==> config.mk <==
export PLATFORM = sky130hd
export DESIGN_NAME = mult_div_unit
export DESIGN_NICKNAME = d
export VERILOG_FILES = /design/src/rtl/mult_div_unit.sv
export SDC_FILE = /design/constraint.sdc
export NUM_CORES = 1
export LEC_CHECK = 0
export ABC_CLOCK_PERIOD_IN_PS = 15300
export BUFFER_PORTS_ARGS = -buffer_cell sky130_fd_sc_hd__clkbuf_2
export CAP_MARGIN = 20
export CORE_MARGIN = 3
export CORE_UTILIZATION = 45
export DETAILED_ROUTE_END_ITERATION = 8
export PLACE_DENSITY = 0.73
export SYNTH_ARGS = -nofsm -noshare
export SYNTH_HDL_FRONTEND = slang
export SYNTH_SLANG_ARGS = --single-unit
==> constraint.sdc <==
create_clock -name clk_i -period 15.3 [get_ports clk_i]
set_clock_uncertainty 0.15 [all_clocks]
set_input_delay 3.06 -clock clk_i [delete_from_list [all_inputs] [get_ports clk_i]]
set_output_delay 3.06 -clock clk_i [all_outputs]
set_load 0.01 [all_outputs]
==> src/rtl/mult_div_unit.sv <==
// Iterative multiply/divide unit holding the architectural HI/LO registers.
//
// Executes MULT/MULTU (shift-add) and DIV/DIVU (restoring shift-subtract), one
// step per cycle for WIDTH cycles, followed by a sign-fix cycle that writes
// HI/LO. MTHI/MTLO write HI/LO directly while the unit is idle.
//
// Ports:
//   clk_i          rising-edge clock
//   rst_i          asynchronous, active-high reset
//   start_i        request a new operation (sampled only in idle)
//   op_i           00 MULT, 01 MULTU, 10 DIV, 11 DIVU
//   rs_data_i      operand A (multiplicand / dividend)
//   rt_data_i      operand B (multiplier / divisor)
//   hi_we_i        MTHI write enable
//   lo_we_i        MTLO write enable
//   wr_data_i      MTHI/MTLO write data
//   busy_o         operation in progress
//   done_o         one-cycle pulse when HI/LO receive a result
//   div_by_zero_o  qualifies done_o; divisor was zero
//   hi_o           HI register (product high / remainder)
//   lo_o           LO register (product low / quotient)
module mult_div_unit #(
    parameter int unsigned WIDTH = 32
) (
    input  logic             clk_i,
    input  logic             rst_i,
    input  logic             start_i,
    input  logic [1:0]       op_i,
    input  logic [WIDTH-1:0] rs_data_i,
    input  logic [WIDTH-1:0] rt_data_i,
    input  logic             hi_we_i,
    input  logic             lo_we_i,
    input  logic [WIDTH-1:0] wr_data_i,
    output logic             busy_o,
    output logic             done_o,
    output logic             div_by_zero_o,
    output logic [WIDTH-1:0] hi_o,
    output logic [WIDTH-1:0] lo_o
);

    localparam int unsigned CntW = $clog2(WIDTH + 1);

    typedef enum logic [1:0] {StIdle, StCalc, StFix} state_e;

    state_e             state_q;
    logic [1:0]         op_q;
    logic [CntW-1:0]    cnt_q;
    logic [2*WIDTH-1:0] acc_q;
    logic [2*WIDTH-1:0] acc_d;
    logic [WIDTH-1:0]   opnd_q;   // multiplicand magnitude or divisor magnitude
    logic [WIDTH-1:0]   a_raw_q;  // raw dividend, returned in HI on divide by zero
    logic               b_zero_q;
    logic               sign_a_q;
    logic               sign_b_q;
    logic [WIDTH-1:0]   hi_q;
    logic [WIDTH-1:0]   lo_q;
    logic               busy_q;
    logic               done_q;
    logic               dbz_q;

    // Operand magnitudes at the start edge; op_i[0]=0 selects the signed ops.
    logic             in_sign_a;
    logic             in_sign_b;
    logic [WIDTH-1:0] in_mag_a;
    logic [WIDTH-1:0] in_mag_b;

    always_comb begin
        in_sign_a = ~op_i[0] & rs_data_i[WIDTH-1];
        in_sign_b = ~op_i[0] & rt_data_i[WIDTH-1];
        in_mag_a  = in_sign_a ? (~rs_data_i + 1'b1) : rs_data_i;
        in_mag_b  = in_sign_b ? (~rt_data_i + 1'b1) : rt_data_i;
    end

    // One iteration of the selected algorithm.
    // Multiply: acc = {partial high, remaining multiplier bits}; add then shift right.
    // Divide:   acc = {remainder, dividend/quotient bits}; shift left then trial subtract.
    logic [WIDTH:0]   mul_sum;
    logic [WIDTH:0]   div_shift;
    logic [WIDTH+1:0] div_diff;

    always_comb begin
        mul_sum   = {1'b0, acc_q[2*WIDTH-1:WIDTH]} +
                    (acc_q[0] ? {1'b0, opnd_q} : {(WIDTH + 1){1'b0}});
        div_shift = acc_q[2*WIDTH-1:WIDTH-1];
        div_diff  = {1'b0, div_shift} - {2'b00, opnd_q};
        acc_d     = acc_q;
        if (op_q[1]) begin
            if (!div_diff[WIDTH+1]) begin
                acc_d = {div_diff[WIDTH-1:0], acc_q[WIDTH-2:0], 1'b1};
            end else begin
                acc_d = {div_shift[WIDTH-1:0], acc_q[WIDTH-2:0], 1'b0};
            end
        end else begin
            acc_d = {mul_sum, acc_q[WIDTH-1:1]};
        end
    end

    // Sign correction applied in the fix cycle.
    logic [2*WIDTH-1:0] prod;
    logic [WIDTH-1:0]   quo;
    logic [WIDTH-1:0]   rem;
    logic [WIDTH-1:0]   res_hi;
    logic [WIDTH-1:0]   res_lo;
    logic               res_dbz;

    always_comb begin
        prod    = acc_q;
        quo     = acc_q[WIDTH-1:0];
        rem     = acc_q[2*WIDTH-1:WIDTH];
        res_hi  = '0;
        res_lo  = '0;
        res_dbz = 1'b0;
        if (op_q[1]) begin
            if (!op_q[0]) begin
                if (sign_a_q ^ sign_b_q) begin
                    quo = ~acc_q[WIDTH-1:0] + 1'b1;
                end
                if (sign_a_q) begin
                    rem = ~acc_q[2*WIDTH-1:WIDTH] + 1'b1;
                end
            end
            if (b_zero_q) begin
                res_hi  = a_raw_q;
                res_lo  = '1;
                res_dbz = 1'b1;
            end else begin
                res_hi = rem;
                res_lo = quo;
            end
        end else begin
            if (!op_q[0] && (sign_a_q ^ sign_b_q)) begin
                prod = ~acc_q + 1'b1;
            end
            res_hi = prod[2*WIDTH-1:WIDTH];
            res_lo = prod[WIDTH-1:0];
        end
    end

    always_ff @(posedge clk_i or posedge rst_i) begin
        if (rst_i) begin
            state_q  <= StIdle;
            op_q     <= 2'b00;
            cnt_q    <= '0;
            acc_q    <= '0;
            opnd_q   <= '0;
            a_raw_q  <= '0;
            b_zero_q <= 1'b0;
            sign_a_q <= 1'b0;
            sign_b_q <= 1'b0;
            hi_q     <= '0;
            lo_q     <= '0;
            busy_q   <= 1'b0;
            done_q   <= 1'b0;
            dbz_q    <= 1'b0;
        end else begin
            done_q <= 1'b0;
            dbz_q  <= 1'b0;
            unique case (state_q)
                StIdle: begin
                    if (start_i) begin
                        op_q     <= op_i;
                        a_raw_q  <= rs_data_i;
                        b_zero_q <= (rt_data_i == '0);
                        sign_a_q <= in_sign_a;
                        sign_b_q <= in_sign_b;
                        if (op_i[1]) begin
                            acc_q  <= {{WIDTH{1'b0}}, in_mag_a};
                            opnd_q <= in_mag_b;
                        end else begin
                            acc_q  <= {{WIDTH{1'b0}}, in_mag_b};
                            opnd_q <= in_mag_a;
                        end
                        cnt_q   <= '0;
                        busy_q  <= 1'b1;
                        state_q <= StCalc;
                    end else begin
                        // MTHI/MTLO only when no operation is being accepted.
                        if (hi_we_i) begin
                            hi_q <= wr_data_i;
                        end
                        if (lo_we_i) begin
                            lo_q <= wr_data_i;
                        end
                    end
                end
                StCalc: begin
                    acc_q <= acc_d;
                    cnt_q <= cnt_q + CntW'(1);
                    if (cnt_q == CntW'(WIDTH - 1)) begin
                        state_q <= StFix;
                    end
                end
                StFix: begin
                    hi_q    <= res_hi;
                    lo_q    <= res_lo;
                    done_q  <= 1'b1;
                    dbz_q   <= res_dbz;
                    busy_q  <= 1'b0;
                    state_q <= StIdle;
                end
                default: begin
                    state_q <= StIdle;
                end
            endcase
        end
    end

    assign busy_o        = busy_q;
    assign done_o        = done_q;
    assign div_by_zero_o = dbz_q;
    assign hi_o          = hi_q;
    assign lo_o          = lo_q;

endmodule
## Word level (Yosys, flattened, before mapping)

Index checks and enable logic that the tools add are counted.

| storage, ports and cells | value |
|---|---|
| register bits | 208 |
| bits in read-only memories | 0 |
| memories | 0 |
| bits in writable memories | 0 |
| bits of input ports | 103 |
| bits in latches | 0 |
| output and inout bits | 67 |
| logic and storage cells | 86 |

| cells by class | value |
|---|---|
| add/subtract/negate cells | 8 |
| reductions and logical operators | 12 |
| muxes and demuxes | 35 |
| bitwise gates (word level) | 9 |
| magnitude comparators | 0 |
| eq/ne operators | 8 |
| divide/modulo/power cells | 0 |
| shifts and indexed selects | 0 |
| multiply operators | 0 |

Operators by type and width:

| kind | count |
|---|---|
| 32-bit 2-to-1 mux | 17 |
| 64-bit 2-to-1 mux | 4 |
| 32-bit by 1-bit adder with 32-bit output, second input constant | 4 |
| 32-bit NOT | 4 |
| 32-bit case mux with 2 select lines | 2 |
| 64-bit case mux with 2 select lines | 1 |
| 64-bit by 1-bit adder with 64-bit output, second input constant | 1 |
| 64-bit NOT | 1 |
| 33-bit by 32-bit subtractor with 34-bit output | 1 |
| 32-bit by 32-bit adder with 33-bit output | 1 |
| 32-bit logical NOT | 1 |
| 6-bit case mux with 2 select lines | 1 |
| 2-bit != test, second input constant | 5 |
| 2-bit AND reduction | 4 |
| 6-bit by 1-bit adder with 6-bit output, second input constant | 1 |
| 6-bit by 5-bit == test with 1-bit output, second input constant | 1 |
| 6-bit 2-to-1 mux | 1 |
| 3-bit AND reduction | 2 |
| 1-bit 2-to-1 mux | 5 |
| 2-bit 2-to-1 mux | 2 |
| 2-bit case mux with 2 select lines | 1 |
| 2-bit nonzero test | 2 |
| 1-bit bitwise AND | 2 |
| 2-bit by 1-bit == test with 1-bit output, second input constant | 1 |
| other kinds (7) | 7 |

## Depth between registers and ports, before layout

Gate-level depths: netlist of the first run.

| depth | value |
|---|---|
| word-level depth | 7 |
| gate-level depth with buffers | 15 |

## Worst setup path after synthesis of the first run

OpenSTA, ideal clock, no wires.

| timing | value |
|---|---|
| path type | input to register |
| start point | input rt_data_i[15] |
| end point | register acc_q[27] |
| arrival time | 5.121 ns |
| stages on the path | 7 |
| setup slack | 9.925 ns |
| path buffers | 0 |
| cell sequence | or4_1 -> or3_4 -> or3_4 -> o31ai_1 -> xnor2_1 -> o21ai_1 -> a221oi_1 |

| on the way | value |
|---|---|
| longest elaborated chain between the ends | 6 |

Ends and longest elaborated chain:

| item | line | RTL |
|---|---|---|
| start, declared | 30 | `input logic [WIDTH-1:0] rt_data_i,` |
| 32-bit NOT | 71 | `in_mag_b = in_sign_b ? (~rt_data_i + 1'b1) : rt_data_i;` |
| 32-bit by 1-bit adder with 32-bit output | 71 |  |
| 32-bit 2-to-1 mux | 71 |  |
| 32-bit 2-to-1 mux | 166 | `if (op_i[1]) begin` |
| 64-bit 2-to-1 mux | 160 | `if (start_i) begin` |
| 64-bit case mux with 2 select lines | 158 | `unique case (state_q)` |
| end signal, assigned | 167 | `acc_q <= {{WIDTH{1'b0}}, in_mag_a};` |
| end signal, assigned | 170 | `acc_q <= {{WIDTH{1'b0}}, in_mag_b};` |
| end, declared | 48 | `logic [2*WIDTH-1:0] acc_q;` |

Every way passes these cells. The select of a mux whose other input is x is not followed.
A chain may end at the register's enable or synchronous reset.

## Worst setup path in the final report of the first run

| timing | value |
|---|---|
| start point | input rs_data_i[0] |
| end point | register acc_q[29] |

| on the way | value |
|---|---|
| longest elaborated chain between the ends | 6 |

Ends and longest elaborated chain:

| item | line | RTL |
|---|---|---|
| start, declared | 29 | `input logic [WIDTH-1:0] rs_data_i,` |
| 32-bit NOT | 70 | `in_mag_a = in_sign_a ? (~rs_data_i + 1'b1) : rs_data_i;` |
| 32-bit by 1-bit adder with 32-bit output | 70 |  |
| 32-bit 2-to-1 mux | 70 |  |
| 32-bit 2-to-1 mux | 166 |  |
| 64-bit 2-to-1 mux | 160 |  |
| 64-bit case mux with 2 select lines | 158 |  |

Every way passes these cells. The select of a mux whose other input is x is not followed.

==> out/summary.txt, run 1 <==
Worst Tran Pin Value: 1.143 ns
# DRC: 0
Rel. slew slack: 0.2366
Top Ports: 170
final WL: 64380 microns
WP data required: 15.55 ns
vias in the first global route: 16571
Final Hold Viols: 0
IO Port Bufs: 169
Yosys reg bits: 208
most frequently used flop master after synthesis: dfrtp_1
routability congestion estimate: 0.9846
total grt overflow: 0
Sw Pwr: 2.045 mW
multi-input combinational cell area: 11110 sq um
FILL cells: 3647
Syn Area/Cell: 7.823 sq um
Post-Synth Adder-Cell Area: 0.05264
Post-Syn Area: 17160 sq um
DR vias/cell: 6.349
clk slew on worst S/H paths: 0.06 ns
Initial DRC Count: 2394
power share of the clock group: 0.153
Pre-Repair DR Iteration Count: 6
Inserted Clock Buffers: 25
syn_nets: 2368
CP endpoint kind: flip-flop
detailed placer's ending HPWL: 48940 microns
die outline area: 40520 sq um
Cells after Synth: 2194
post-route minimum period: 5.452 ns
Synth Area in Simple Gates: 0.2101
Worst setup SP type: input port
Layout area overhead: 11.46%
crit-path max FO: 6
Pleak: 8.360 nW
CTS tree: built
clock tree root buffer cell: clkbuf_16
largest family of logic cells by synthesized area: compound AO/OA/AOI/OAI gates
Layout Cells excl Fill: 2786
Total GRT Usage: 0.3062
Syn. warnings: 0
Tcrit/Tclk final: 0.3564
Internal: 2.067 mW
first-pass GRT wire length: 98580 microns
Comb power frac: 0.561
sequential group share of total power: 0.285
pre-CTS setup slack: 9.359 ns
Compound-Gate Fraction of Synth Area: 0.2633
final net count: 2435
Fmax: 0.1834 GHz
Vias: 17687
hold crit path type: reg2reg
register area share after synthesis: 0.3033
class of the most critical setup path: in2reg
row count: 70
share of cells above drive strength 1: 0.1276
status: finished clean
core area: 37140 sq um
Arr. time, crit path: 5.70 ns
placed insts: 2737
number of hold buffers added after CTS: 0
Slew Limit Fails: 0
Power per Cell Area: 215.0 nW/um^2
drt wl/cell: 23.11 microns
starting density of the core: 0.4622
max-cap viol count: 0
Netlist cell types: 89
Post-CTS Resized: 0
final setup TNS: 0 ns
switching share of power: 0.4974
RSZ-0062 raised after global routing: false
# setup viols final: 0
clock buffer depth: 3
antenna viol nets, final: 0
TritonCTS Sinks: 208
clock latency on the worst-skew pair: 0.55 ns
CTS H-tree depth: 1
post-synthesis xor/xnor area fraction: 0.08879
initial antenna violation count: 3
fraction of registers with async set/reset: 1.000
postcts setup bufs: 0
largest net degree at the start of global routing: 90
Worst VDD drop: 107.6 uV
FF+latch area: 5209 sq um
number of synthesized flops with an enable pin: 0
die span in y: 201.3 microns
Chip Width: 201.3 microns
post-synthesis mux area share: 0.03011
final worst setup slack: 9.848 ns
==> logic make-up (layout without fill, tap and decap cells) <==
kind of cell               Yosys count  in the layout
adders and majority gates           71             71
and+or+nand+nor                    751            751
AOI/OAI and AO/OA                  716            716
other                                0              2
muxes                               51             51
xor gates and xnor gates           174            174
buffers and inverters              223            309
DFF                                208            208
==> cell type report <==
cell class / instances / share of cell area
repair buffers: 197 / 0.05625
clock inverters: 16 / 0.01047
diodes: 2 / 0.0002616
clock buffers: 30 / 0.03368
flip-flops and latches: 208 / 0.2723
well taps: 504 / 0.03296
multi-input cells: 1763 / 0.5807
inverters: 66 / 0.01334
==> power groups by stage <==
stage / clock network, mW / registers, mW / logic (mW)
2_1_floorplan: 0 / 0.945 / 1.77
3_3_place_gp: 0 / 1.15 / 2.21
3_5_place_dp: 0 / 1.16 / 2.25
4_1_cts: 0.631 / 1.15 / 2.26
5_1_grt: 0.653 / 1.19 / 2.54
6_report: 0.630 / 1.17 / 2.31
==> registers in the layout, indices dropped and copies added, names as in the netlist, 2 cells and up <==
signal,cells
opnd_q,32
cnt_q,6
op_q,2
lo_o,32
acc_q,64
hi_o,32
a_raw_q,32
state_q,2
==> worst max-delay path, cell delays in order <==
cell and delay, ns:
clkbuf_2 0.14, or4_1 0.58, nor4_2 0.58, and2_1 0.29, nand3_1 0.17, o41ai_1 0.34
xor2_1 0.24, mux2i_1 0.11, nand2_1 0.10, a22oi_1 0.08
==> cell usage in the layout, fill, tap and decap left out, types with 14 or more instances in the layout <==
master	instances
buf_4	27
nor2_1	202
and2_1	14
o22ai_1	39
o211ai_1	39
a21o_1	25
a211oi_1	50
nor2b_1	29
xnor2_1	91
o21ai_1	67
o21ai_0	134
or3_1	14
and3_1	14
clkbuf_2	169
nor4_1	14
xor2_1	83
ha_1	69
mux2i_1	46
nor3_1	38
a31oi_1	37
a221oi_1	14
o21a_1	16
o31ai_1	16
inv_1	64
nand2_1	303
a21oi_1	171
dfrtp_1	207
a22oi_1	20
nand3_1	36
clkbuf_16	25
==> cell usage after synthesis (all sizes together) (15+ instances only) <==
master  instances  area share
a211oi         50       0.022
a21o           25       0.011
a21oi         175       0.052
a221oi         16      0.0089
a22oi          20      0.0087
a31oi          37       0.013
and2           15      0.0055
buf            39       0.012
clkbuf        118       0.026
dfrtp         208        0.30
ha             69       0.050
inv            65       0.014
mux2i          46       0.027
nand2         303       0.066
nand3          36       0.010
nor2          205       0.045
nor2b          29       0.011
nor3           43       0.015
nor4           24       0.015
o211ai         39       0.017
o21a           16      0.0070
o21ai         203       0.059
o22ai          39       0.014
o31ai          17      0.0082
or3            18      0.0077
xnor2          91       0.046
xor2           83       0.042
==> worst paths after layout <==
path	startpoint	end	slack (ns)	cells past startpoint
hold / removal	hi_o[21]	hi_o[21]	0.33	2
min in group asynchronous	rst_i	acc_q[38]	2.46	2
setup reg to reg	acc_q[0]	acc_q[62]	10.84	13
max in group asynchronous	rst_i	hi_o[3]	11.16	3
setup / recovery	rs_data_i[0]	acc_q[29]	9.85	10
hold reg to reg	hi_o[21]	hi_o[21]	0.33	2
==> layer usage <==
metal	wire (microns)	up-vias	global-route usage
met4	2324	0	0.1079
met3	7017	157	0.05323
met2	27950	1051	0.4668
met5	0	-	0
met1	27090	8440	0.4384
li1	-	8039	-
==> through the flow <==
step	util	cell area [sq um]	hold WS [ns]	power, mW
3_5_place_dp	0.4915	18250	0.3223	3.407
4_1_cts	0.5143	19100	0.3352	4.043
5_1_grt	0.5151	19130	0.3561	4.384
6_report	0.5151	19130	0.3294	4.112
3_3_place_gp	0.4915	18250	0.2999	3.359
2_1_floorplan	-	17160	0.2886	2.711
Power figures use the tool's default switching activity.
==> run 2: changes to the inputs <==
ABC_CLOCK_PERIOD_IN_PS = 5400   (was 15300)
clock period = 5.4 ns   (was 15.3 ns; I/O delays follow)
==> out/summary.txt, run 2 (same netlist as run 1, synthesis figures left out) <==
Top Ports: 170 (unchanged)
# DRC: 0 (unchanged)
row count: 70 (unchanged)
Util after Layout: 0.5184 (+0.003235)
largest net degree at the start of global routing: 164 (+82%)
Rel. slew slack: 0.2579 (+0.02132)
die outline area: 40520 sq um (unchanged)
number of hold buffers added after CTS: 0 (unchanged)
final WL: 66490 microns (+3.3%)
Initial DRC Count: 2221 (-7.2%)
die span in y: 201.3 microns (unchanged)
CP endpoint kind: flip-flop
clk slew on worst S/H paths: 0.06 ns (about the same)
first-pass GRT wire length: 100600 microns (+2.0%)
Power per Cell Area: 613.0 nW/um^2 (+190%)
placement-stage cell area: 18350 sq um (+0.56%)
Tcrit/Tclk final: 0.7921
detailed placer's ending HPWL: 50440 microns (+3.1%)
# setup viols final: 0 (unchanged)
Top reg by flops: acc_q
clock tree root buffer cell: clkbuf_16
final net count: 2444 (+0.37%)
Slew Limit Fails: 0 (unchanged)
DR vias/cell: 6.378 (+0.46%)
final setup TNS: 0 ns (unchanged)
Post-CTS Resized: 0 (unchanged)
postcts setup bufs: 0 (unchanged)
TritonCTS Sinks: 208 (unchanged)
IO Port Bufs: 169 (unchanged)
Arr. time, crit path: 4.53 ns (-1.17 ns)
Internal: 5.926 mW (+190%)
vias in the first global route: 16502 (-0.42%)
Pre-Repair DR Iteration Count: 8 (+2)
Vias: 17813 (+0.71%)
hold_ws: 0.2573 ns (-0.07208 ns)
CTS tree: built
share of cells above drive strength 1: 0.1328 (+0.005178)
sequential group share of total power: 0.265 (-0.020)
routability congestion estimate: 0.9832 (-0.14%)
Sw Pwr: 5.874 mW (+190%)
clock latency on the worst-skew pair: 0.56 ns (about the same)
layer with the highest usage: met2
clock buffer depth: 3 (unchanged)
Pleak: 8.408 nW (+0.58%)
Worst setup SP type: flip-flop
Chip Width: 201.3 microns (unchanged)
status: finished clean
power share of the clock group: 0.155 (+0.002)
max-cap viol count: 0 (unchanged)
Global Route met2 Usage: 0.4842 (+0.01743)
RSZ-0062 raised after global routing: false
crit-path max FO: 18 (+12)
most common cell after layout, fill and taps aside: nand2_1
most frequent cells in the layout: 303 x nand2_1, 207 x dfrtp_1, 202 x nor2_1, 171 x a21oi_1, 169 x clkbuf_2
Inserted Clock Buffers: 26 (+4.0%)
hold crit path type: in2async
switching share of power: 0.4978 (about the same)
CTS H-tree depth: 1 (unchanged)
initial antenna violation count: 1 (-2)
core area: 37140 sq um (unchanged)
antenna viol nets, final: 0 (unchanged)
post-route minimum period: 4.277 ns
number of inserted diodes: 0 (-2)
Comb power frac: 0.580 (+0.019)
class of the most critical setup path: reg2reg
met1 Usage GRT: 0.4464 (+0.007949)
Worst Tran Pin Value: 1.113 ns (-0.02962 ns)
overall power: 11.80 mW (+190%)
Total GRT Usage: 0.3157 (+0.009531)
Final Cell Area: 19250 sq um (+0.63%)
drt wl/cell: 23.81 microns (+3.0%)
max FFs per register: 64 (unchanged)
WP data required: 5.66 ns (-9.89 ns)
Worst VDD drop: 262.3 uV (+140%)
total grt overflow: 0 (unchanged)
starting density of the core: 0.4622 (unchanged)
FILL cells: 3549 (-2.7%)
Fmax: 0.2338 GHz
GRT met3 Usage: 0.06245 (+0.009222)
Final Hold Viols: 0 (unchanged)
Layout area overhead: 12.16%
==> run 2: per-stage QoR <==
step	setup slack [ns]	instances
5_1_grt	0.9193	2793
4_1_cts	1.228	2793
3_3_place_gp	1.357	2746
2_1_floorplan	1.470	2194
6_report	1.123	2793
3_5_place_dp	1.252	2746
==> run 2: final timing paths <==
path	slack (ns)	cells after the start	end	start
worst min-delay path	0.26	2	acc_q[40]	rst_i
worst max-delay path	1.12	11	hi_o[14]	acc_q[0]
worst max register to register	1.12	11	hi_o[14]	acc_q[0]
min in group clk_i	0.33	2	a_raw_q[4]	a_raw_q[4]
worst min register to register	0.33	2	a_raw_q[4]	a_raw_q[4]
max in group asynchronous	3.58	3	acc_q[36]	rst_i
==> run 2: per-layer routing <==
| metal | wire length (microns) | share of wire |
|---|---|---|
| met1 | 27620 | 0.42 |
| met2 | 28850 | 0.43 |
| met3 | 7343 | 0.11 |
| met4 | 2654 | 0.040 |
| met5 | 28 | 0.00042 |
==> run 2: area by class of cell <==
| class | instances | area, sq um | share of cell area |
|---|---|---|---|
| clock inverter | 13 | 145.1 | 0.007540 |
| clock buffer | 34 | 750.7 | 0.03900 |
| inverter | 66 | 251.5 | 0.01306 |
| multi-input combinational | 1763 | 11110 | 0.5771 |
| tap | 504 | 630.6 | 0.03276 |
| sequential | 208 | 5209 | 0.2706 |
| timing repair buffer | 205 | 1154 | 0.05993 |
==> run 2: power groups by stage <==
stage	Sequential, mW	Combinational [mW]	Clock, mW
final	3.13	6.84	1.83
after global routing	3.19	7.44	1.91
after CTS	3.07	6.68	1.84
after detailed placement	3.10	6.64	0
after global placement	3.07	6.60	0
after floorplan	2.68	5.01	0
==> run 2: worst max-delay path, cell delays in order, from the launching register on <==
cell	delay, ns
dfrtp_1	0.48
inv_1	0.58
ha_1	0.29
nand2b_1	0.12
nor3_2	0.32
and4_1	0.41
and2_1	0.70
a21oi_2	0.14
xnor2_1	0.19
nor2_1	0.05
a2111oi_0	0.56
nor3_1	0.14
